===== config.mk =====
export PLATFORM = sky130hd
export DESIGN_NAME = turbo_deframer
export DESIGN_NICKNAME = d
export VERILOG_FILES = /design/src/rtl/turbo_deframer.sv
export SDC_FILE = /design/constraint.sdc
export NUM_CORES = 2
export LEC_CHECK = 0
export ABC_CLOCK_PERIOD_IN_PS = 3200
export CORE_MARGIN = 2
export CORE_UTILIZATION = 57
export DETAILED_ROUTE_END_ITERATION = 8
export PLACE_DENSITY = 0.76
export SLEW_MARGIN = 0
export SYNTH_ARGS = -nofsm -noshare
export SYNTH_HDL_FRONTEND = slang
export SYNTH_SLANG_ARGS = --single-unit

===== constraint.sdc =====
create_clock -name clk -period 3.2 [get_ports clk]
set_clock_uncertainty 0.2 [all_clocks]
set_input_delay 0.32 -clock clk [delete_from_list [all_inputs] [get_ports clk]]
set_output_delay 0.32 -clock clk [all_outputs]
set_load 0.02 [all_outputs]

===== src/rtl/turbo_deframer.sv =====
// turbo_deframer
//   Captures one turbo-encoder frame (length+1 payload triples followed by
//   TAIL_LEN tail triples) into a local buffer. The frame is then held for a
//   downstream decoder until that decoder acknowledges it.
//
//   Parameters
//     MAX_LEN   payload buffer depth in triples (addresses 0..MAX_LEN-1),
//               must not exceed 512 (9-bit address ports)
//     TAIL_LEN  number of tail triples following the payload
//
//   Ports
//     clk, reset            clock, synchronous active-high reset
//     length                payload length minus one, sampled at frame start
//     in_valid              encoder triple valid
//     sys/par1/par2_bit     systematic and parity bits of the current triple
//     rd_addr / rd_data     decoder read port, {sys,par1,par2}, 1-cycle latency
//     tail_data             captured tail triples, entry 0 in the LSBs
//     frame_len             latched (clamped) length of the held frame
//     frame_ready           a complete frame is held
//     frame_ack             decoder releases the held frame
//     busy                  frame capture in progress
//     frame_err             sticky error flag
//
//   Build option
//     DEFRAMER_GAP_CHECK_EN  when defined, a gap in in_valid during capture
//                            flags frame_err and drops the frame.
module turbo_deframer #(
  parameter int unsigned MAX_LEN  = 512,
  parameter int unsigned TAIL_LEN = 4
) (
  input  logic                  clk,
  input  logic                  reset,
  input  logic [8:0]            length,
  input  logic                  in_valid,
  input  logic                  sys_bit,
  input  logic                  par1_bit,
  input  logic                  par2_bit,
  input  logic [8:0]            rd_addr,
  output logic [2:0]            rd_data,
  output logic [3*TAIL_LEN-1:0] tail_data,
  output logic [8:0]            frame_len,
  output logic                  frame_ready,
  input  logic                  frame_ack,
  output logic                  busy,
  output logic                  frame_err
);

  localparam int unsigned AW = (MAX_LEN > 1) ? $clog2(MAX_LEN) : 1;

  typedef enum logic [1:0] {IDLE, PAYLOAD, TAIL, HOLD} state_t;

  state_t                state_q, state_d;
  logic [8:0]            counter_q, counter_d;
  logic [8:0]            frame_len_q, frame_len_d;
  logic [3*TAIL_LEN-1:0] tail_q, tail_d;
  logic                  ready_q, ready_d;
  logic                  busy_q, busy_d;
  logic                  err_q, err_d;
  logic [2:0]            rd_data_q, rd_data_d;

  logic [2:0]            mem_q [MAX_LEN];
  logic                  wr_en;
  logic [AW-1:0]         wr_addr;
  logic [2:0]            triple;
  logic                  err_set;
  logic [8:0]            len_eff;

  always_comb begin
    state_d     = state_q;
    counter_d   = counter_q;
    frame_len_d = frame_len_q;
    tail_d      = tail_q;
    ready_d     = ready_q;
    wr_en       = 1'b0;
    wr_addr     = counter_q[AW-1:0];
    triple      = {sys_bit, par1_bit, par2_bit};
    err_set     = 1'b0;
    len_eff     = length;

    case (state_q)
      IDLE: begin
        if (in_valid) begin
          wr_en   = 1'b1;
          wr_addr = '0;
          if (32'(length) >= MAX_LEN) begin
            len_eff = 9'(MAX_LEN - 1);
            err_set = 1'b1;
          end
          frame_len_d = len_eff;
          // A single-triple frame has already written its only entry.
          if (len_eff == '0) begin
            state_d   = TAIL;
            counter_d = '0;
          end else begin
            state_d   = PAYLOAD;
            counter_d = 9'd1;
          end
        end
      end

      PAYLOAD: begin
        if (in_valid) begin
          wr_en = 1'b1;
          if (counter_q == frame_len_q) begin
            state_d   = TAIL;
            counter_d = '0;
          end else begin
            counter_d = counter_q + 9'd1;
          end
        end
`ifdef DEFRAMER_GAP_CHECK_EN
        else begin
          err_set   = 1'b1;
          state_d   = IDLE;
          counter_d = '0;
        end
`endif
      end

      TAIL: begin
        if (in_valid) begin
          for (int unsigned i = 0; i < TAIL_LEN; i++) begin
            if (counter_q == 9'(i)) tail_d[3*i +: 3] = triple;
          end
          if (counter_q == 9'(TAIL_LEN - 1)) begin
            state_d   = HOLD;
            counter_d = '0;
            ready_d   = 1'b1;
          end else begin
            counter_d = counter_q + 9'd1;
          end
        end
`ifdef DEFRAMER_GAP_CHECK_EN
        else begin
          err_set   = 1'b1;
          state_d   = IDLE;
          counter_d = '0;
        end
`endif
      end

      HOLD: begin
        // Input during hold is dropped; ack still releases the frame.
        if (in_valid) err_set = 1'b1;
        if (frame_ack) begin
          state_d = IDLE;
          ready_d = 1'b0;
        end
      end

      default: begin
        state_d   = IDLE;
        counter_d = '0;
        ready_d   = 1'b0;
      end
    endcase

    busy_d = (state_d == PAYLOAD) || (state_d == TAIL);

    // A new error in the same cycle as an ack must survive the ack.
    if (err_set)        err_d = 1'b1;
    else if (frame_ack) err_d = 1'b0;
    else                err_d = err_q;

    rd_data_d = '0;
    if (32'(rd_addr) < MAX_LEN) rd_data_d = mem_q[rd_addr[AW-1:0]];
  end

  always_ff @(posedge clk) begin
    if (reset) begin
      state_q     <= IDLE;
      counter_q   <= '0;
      frame_len_q <= '0;
      tail_q      <= '0;
      ready_q     <= 1'b0;
      busy_q      <= 1'b0;
      err_q       <= 1'b0;
      rd_data_q   <= '0;
    end else begin
      state_q     <= state_d;
      counter_q   <= counter_d;
      frame_len_q <= frame_len_d;
      tail_q      <= tail_d;
      ready_q     <= ready_d;
      busy_q      <= busy_d;
      err_q       <= err_d;
      rd_data_q   <= rd_data_d;
    end
  end

  // Payload buffer: no reset, contents are don't-care until written.
  always_ff @(posedge clk) begin
    if (wr_en && !reset) mem_q[wr_addr] <= triple;
  end

  assign rd_data     = rd_data_q;
  assign tail_data   = tail_q;
  assign frame_len   = frame_len_q;
  assign frame_ready = ready_q;
  assign busy        = busy_q;
  assign frame_err   = err_q;

endmodule


After elaboration in Yosys (flattened, before gate mapping)
Memories as Yosys holds them, arrays and structs flattened. A register that Yosys moved wholly into a read port is not among the register bits.
Index checks and enable logic that the tools add are counted.
{"block": "word_totals", "reg_bits": 35, "ram_bits": 1536, "in_bits": 25, "output_inout_bits": 27, "memories": 1}
{"memory": "mem_q", "words": 512, "word_bits": 3, "read_ports": 1, "rd_ports_with_merged_regs": 1, "write_ports": 1, "line": "61", "source": "logic [2:0] mem_q [MAX_LEN];"}
{"block": "op_classes", "n_addsub": 1, "n_eq_ne": 14, "muxes": 27, "reduce_logical": 17}
{"cell": "two-way mux 9 bit", "count": 7}
{"cell": "case mux 9 bit (3 select lines)", "count": 1}
{"cell": "== test 9 x 2 -> 1 bit (second input constant)", "count": 2}
{"cell": "zero test 9 bit", "count": 2}
{"cell": "two-way mux 2 bit", "count": 7}
{"cell": "AND reduction 3 bit", "count": 4}
{"cell": "two-way mux 1 bit", "count": 10}
{"cell": "inequality test 2 bit (second input constant)", "count": 5}
{"cell": "adder 9 x 1 -> 9 bit (second input constant)", "count": 1}
{"cell": "== test 9 x 1 -> 1 bit (second input constant)", "count": 1}
{"cell": "== test 9 bit", "count": 1}
{"cell": "case mux 2 bit (4 select lines)", "count": 1}
{"cell": "AND reduction 4 bit", "count": 2}
{"cell": "== test 2 bit (second input constant)", "count": 3}
{"cell": "== test 2 x 1 -> 1 bit (second input constant)", "count": 2}
{"cell": "nonzero test 2 bit", "count": 2}
{"cell": "nonzero test 3 bit", "count": 1}
{"cell": "zero test 2 bit", "count": 1}
{"cell": "case mux 1 bit (2 select lines)", "count": 1}
{"cell": "AND reduction 2 bit", "count": 1}
{"cell": "OR reduction 2 bit", "count": 1}
{"cell": "logical AND 1 bit", "count": 1}
{"cell": "zero test 1 bit", "count": 1}
{"cell": "logical OR 1 bit", "count": 1}

Longest topological paths before layout
{"block": "depth", "word_depth": 6, "mapped_depth": 15, "depth_no_buf": 9}

Worst setup path after synthesis
No wires, ideal clock.
{"block": "synth_timing", "kind": "input-to-reg", "startpoint": "input port rd_addr[1]", "endpoint": "register rd_data_q[2] (netlist: rd_data[2]) (read register of mem_q)", "setup_ns": 0.122, "arrival_ns": 2.511, "t_required_ns": 2.878, "path_slack_ns": 0.367, "cell_stages": 10, "n_path_buf": 4, "path_cell_list": "buf_4 buf_4 buf_2 clkbuf_1 mux4_2 mux4_2 o41ai_1 a211oi_1 a22oi_1 o21ai_1"}
{"element": "start, declared", "line": "38", "source": "input logic [8:0] rd_addr,"}
{"element": "end, declared", "line": "59", "source": "logic [2:0] rd_data_q, rd_data_d;"}

==> summary.md <==
| Metric | Value |
|---|---|
| Number of synthesized flops with an enable pin | 1536 |
| Clk slew on worst S/H paths | about 60 ps |
| Maximum vdd drop | 0.5772 mV |
| Avg Cell Area, Syn | about 18 µm² |
| Hold_ws | 140.4 ps |
| Syn. warnings | 0 |
| WL final | around 160000 µm |
| Routability-driven placement congestion ratio | 0.8664 |
| Pwr per Cell Area | 592.0 nW/µm² |
| Clock buffer depth | 3 |
| Clock share of power | between 40% and 50% |
| Gr usage total | a little over a quarter |
| Sequential share of power | 52.5% |
| Mapped Area | about 64000 µm² |
| Fmax | 316.4 MHz |
| CTS Buf Count | ~150 |
| Initial DRC Count | 4739 |
| Initial Util | a little under three fifths |
| Worst setup SP type | flip-flop |
| Max-slew violations | 0 |
| CTS sink count | 1574 |
| Nets | a little under 4000 |
| Post-synthesis sequential area ratio | about 74% |
| Synth Net Count | around 3600 |
| Inst Count DP | slightly above 5000 |
| Combinational share of power | 6.9% |
| Outcome | complete, no violations |
| Synth area leaders | edfxtp_1, mux4_2, nor2_1 |
| Yosys top cell by area | edfxtp_1 |
| Worst-Skew Late Latency | between 700 and 800 ps |
| Area delta synth->final | 14.72% |
| CP max FO | 2 |
| Remaining DRCs | 0 |
| Post-Syn Instances | 3530 |
| Commonest non-fill, non-tap cell in the layout | edfxtp_1 |
| Filler Cell Count | 7098 |
| Int Pwr | ~34000 µW |
| Endpoints failing hold | 0 |
| Synth Flop Type | edfxtp_1 |
| DR vias/cell | approximately 6.5 |
| DR pass1 iterations | 8 |
| Die area | about 110000 µm² |
| Final setup fails | 0 |
| Post-layout min period | ~3200 ps |
| Min-delay worst type | input port to flip-flop |
| Worst Setup Path Type | flip-flop to flip-flop |
| RSZ-0062 raised after global routing | yes |
| Synth top area share | between 70% and 80% |
| IO Port Bufs | 51 |
| Total number of vias | 35260 |
| Core ar. | ~110000 µm² |
| Chip Width | approximately 340 µm |
| Cell Rows | approximately 120 |
| Final core occ | between 60% and 70% |
| Largest net degree at the start of global routing | 115 |
| Number of global-route vias before repair | roughly 36000 |
| Overflow after GRT | 0 |
| Max-cap violations | 0 |
| Period utilization | a little over nine tenths |
| Crit path capture type | flip-flop |
| Layout cell share with drive strength beyond 1 | 23.81% |
| Hpwl dp | 97640 µm |
| Final instance count without filler cells | 5458 |
| Max_slew headroom | 49.05% |
| I/O pin total | between 50 and 60 |
| CP Data Required Time | around 3700 ps |
| Post-DP Area | just under 70000 µm² |
| Root Buffer | clkbuf_16 |
| Synth unique cells | slightly below 70 |
| TritonCTS clock tree | done |
| Async SR Flop Fraction | 0% |
| Die Y | 338.5 µm |
| WL/cell | approximately 29 µm |
| P_sw | around 9300 µW |
| Switching fraction of total power | 21.40% |
| Leak | approximately 0.023 µW |
| Final Instance Area | around 73000 µm² |
| Worst EP arrival | approximately 3600 ps |
| Seq cells post-synth | 1574 |
| Routed Antenna Nets | 0 |
| H-tree Lvls | 4 |
| Worst-Margin Slew | 762.4 ps |
| Commonest cells after routing, fill and taps aside | edfxtp_1, nor2_1, mux4_2, buf_4, mux2i_1 |
| Initial antenna violation count | 2 |
| First-pass GRT wire length | approximately 230000 µm |
per-layer routing:
layer  part of all wire, %  wire, µm  GRT usage, %  up-vias
met5                 0.015        24             0        -
met4                   3.9      6043         10.33        4
met3                    11     16990         6.359      371
met2                    49     76520         44.78     2160
met1                    36     56340         35.89    17970
li1                      -         -             -    14760
flip-flops by register name, indices dropped and copies added, names as in the netlist:
name / flops
busy: 1
counter_q: 9
frame_err: 1
frame_len: 9
frame_ready: 1
mem_q: 1536
rd_data: 3
state_q: 2
tail_data: 12
logic make-up after synthesis:
logic type / synth area share [%]
XOR/XNOR: 0.2197
flip-flops: 73.51
adder cells (fa/ha/maj): 0.1766
multiplexers: 14.21
AO/OA/AOI/OAI: 3.690
buffers and inverters: 2.776
AND/OR/NAND/NOR: 5.409
area by class of cell:
class | count | area [µm²] | area share (%)
Sequential cell | 1574 | 46890 | 64.08
Multi-Input combinational cell | 1696 | 15320 | 20.94
Clock buffer | 195 | 4165 | 5.693
Timing Repair Buffer | 406 | 4134 | 5.650
Tap cell | 1488 | 1862 | 2.545
Clock inverter | 81 | 728.2 | 0.9953
Inverter | 17 | 63.81 | 0.08722
Antenna cell | 1 | 2.502 | 0.003420
worst paths after layout:
| kind | start | endpoint | slack, ps | depth (start not counted) |
|---|---|---|---|---|
| setup reg to reg | mem_q[163][0] | rd_data[0] | 40 | 9 |
| setup / recovery | mem_q[163][0] | rd_data[0] | 40 | 9 |
| hold reg to reg | tail_data[8] | tail_data[8] | 260 | 2 |
| hold / removal | frame_ack | frame_err | 140 | 3 |
synthesized netlist by cell type (all sizes together) (4+ instances only):
cell type,instances
o31ai,6
a22o,11
mux4,320
nor2,574
a211oi,15
or3,5
mux2i,174
o211ai,7
nand2b,10
clkbuf,127
o22ai,47
xor2,13
and3,7
nor4,13
a22oi,23
inv,16
o221ai,63
a221oi,10
edfxtp,1536
a31oi,4
dfxtp,38
nor3,43
a2111oi,12
nand3,20
ha,9
nand2,123
a21oi,83
nand4,7
nor3b,6
buf,115
nor2b,18
o21ai,37
critical path, cell delays in order, from the launching register on:
cell      delay [ps]
edfxtp_1         400
mux4_2           490
mux4_2           510
nor2b_1          260
nor4_1           350
nand2_1          120
o211ai_1         100
buf_4            190
nor4_1            70
or3_1            360
through the flow:
| step | setup WS (ps) | setup TNS, ps | total power, µW |
|---|---|---|---|
| detailed placement | -434.1 | -1264 | 26100 |
| CTS | 17.69 | 0 | 43430 |
| finish | 39.80 | 0 | 43310 |
| global route | -49.33 | -2284 | 44370 |
| floorplan | 366.6 | 0 | 24760 |
| global placement | -436.5 | -1190 | 26040 |
timing repair:
action,4_1_cts,5_1_grt
endpoints found under the setup margin,1,181
buffers inserted,1,0
pin swaps,1,1
hold endpoints to repair,189,0
resized for setup,0,47
hold buffers,12,0
power by group through the flow:
stage                     sequential (µW)  clock (µW)  combinational, µW
after floorplan                     23200           0               1550
after global placement              23200           0               2860
after detailed placement            23200           0               2920
after CTS                           22700       17700               2950
after global routing                22700       18500               3120
final                               22800       17600               2970
No activity file was read; power rests on OpenSTA's default activity.
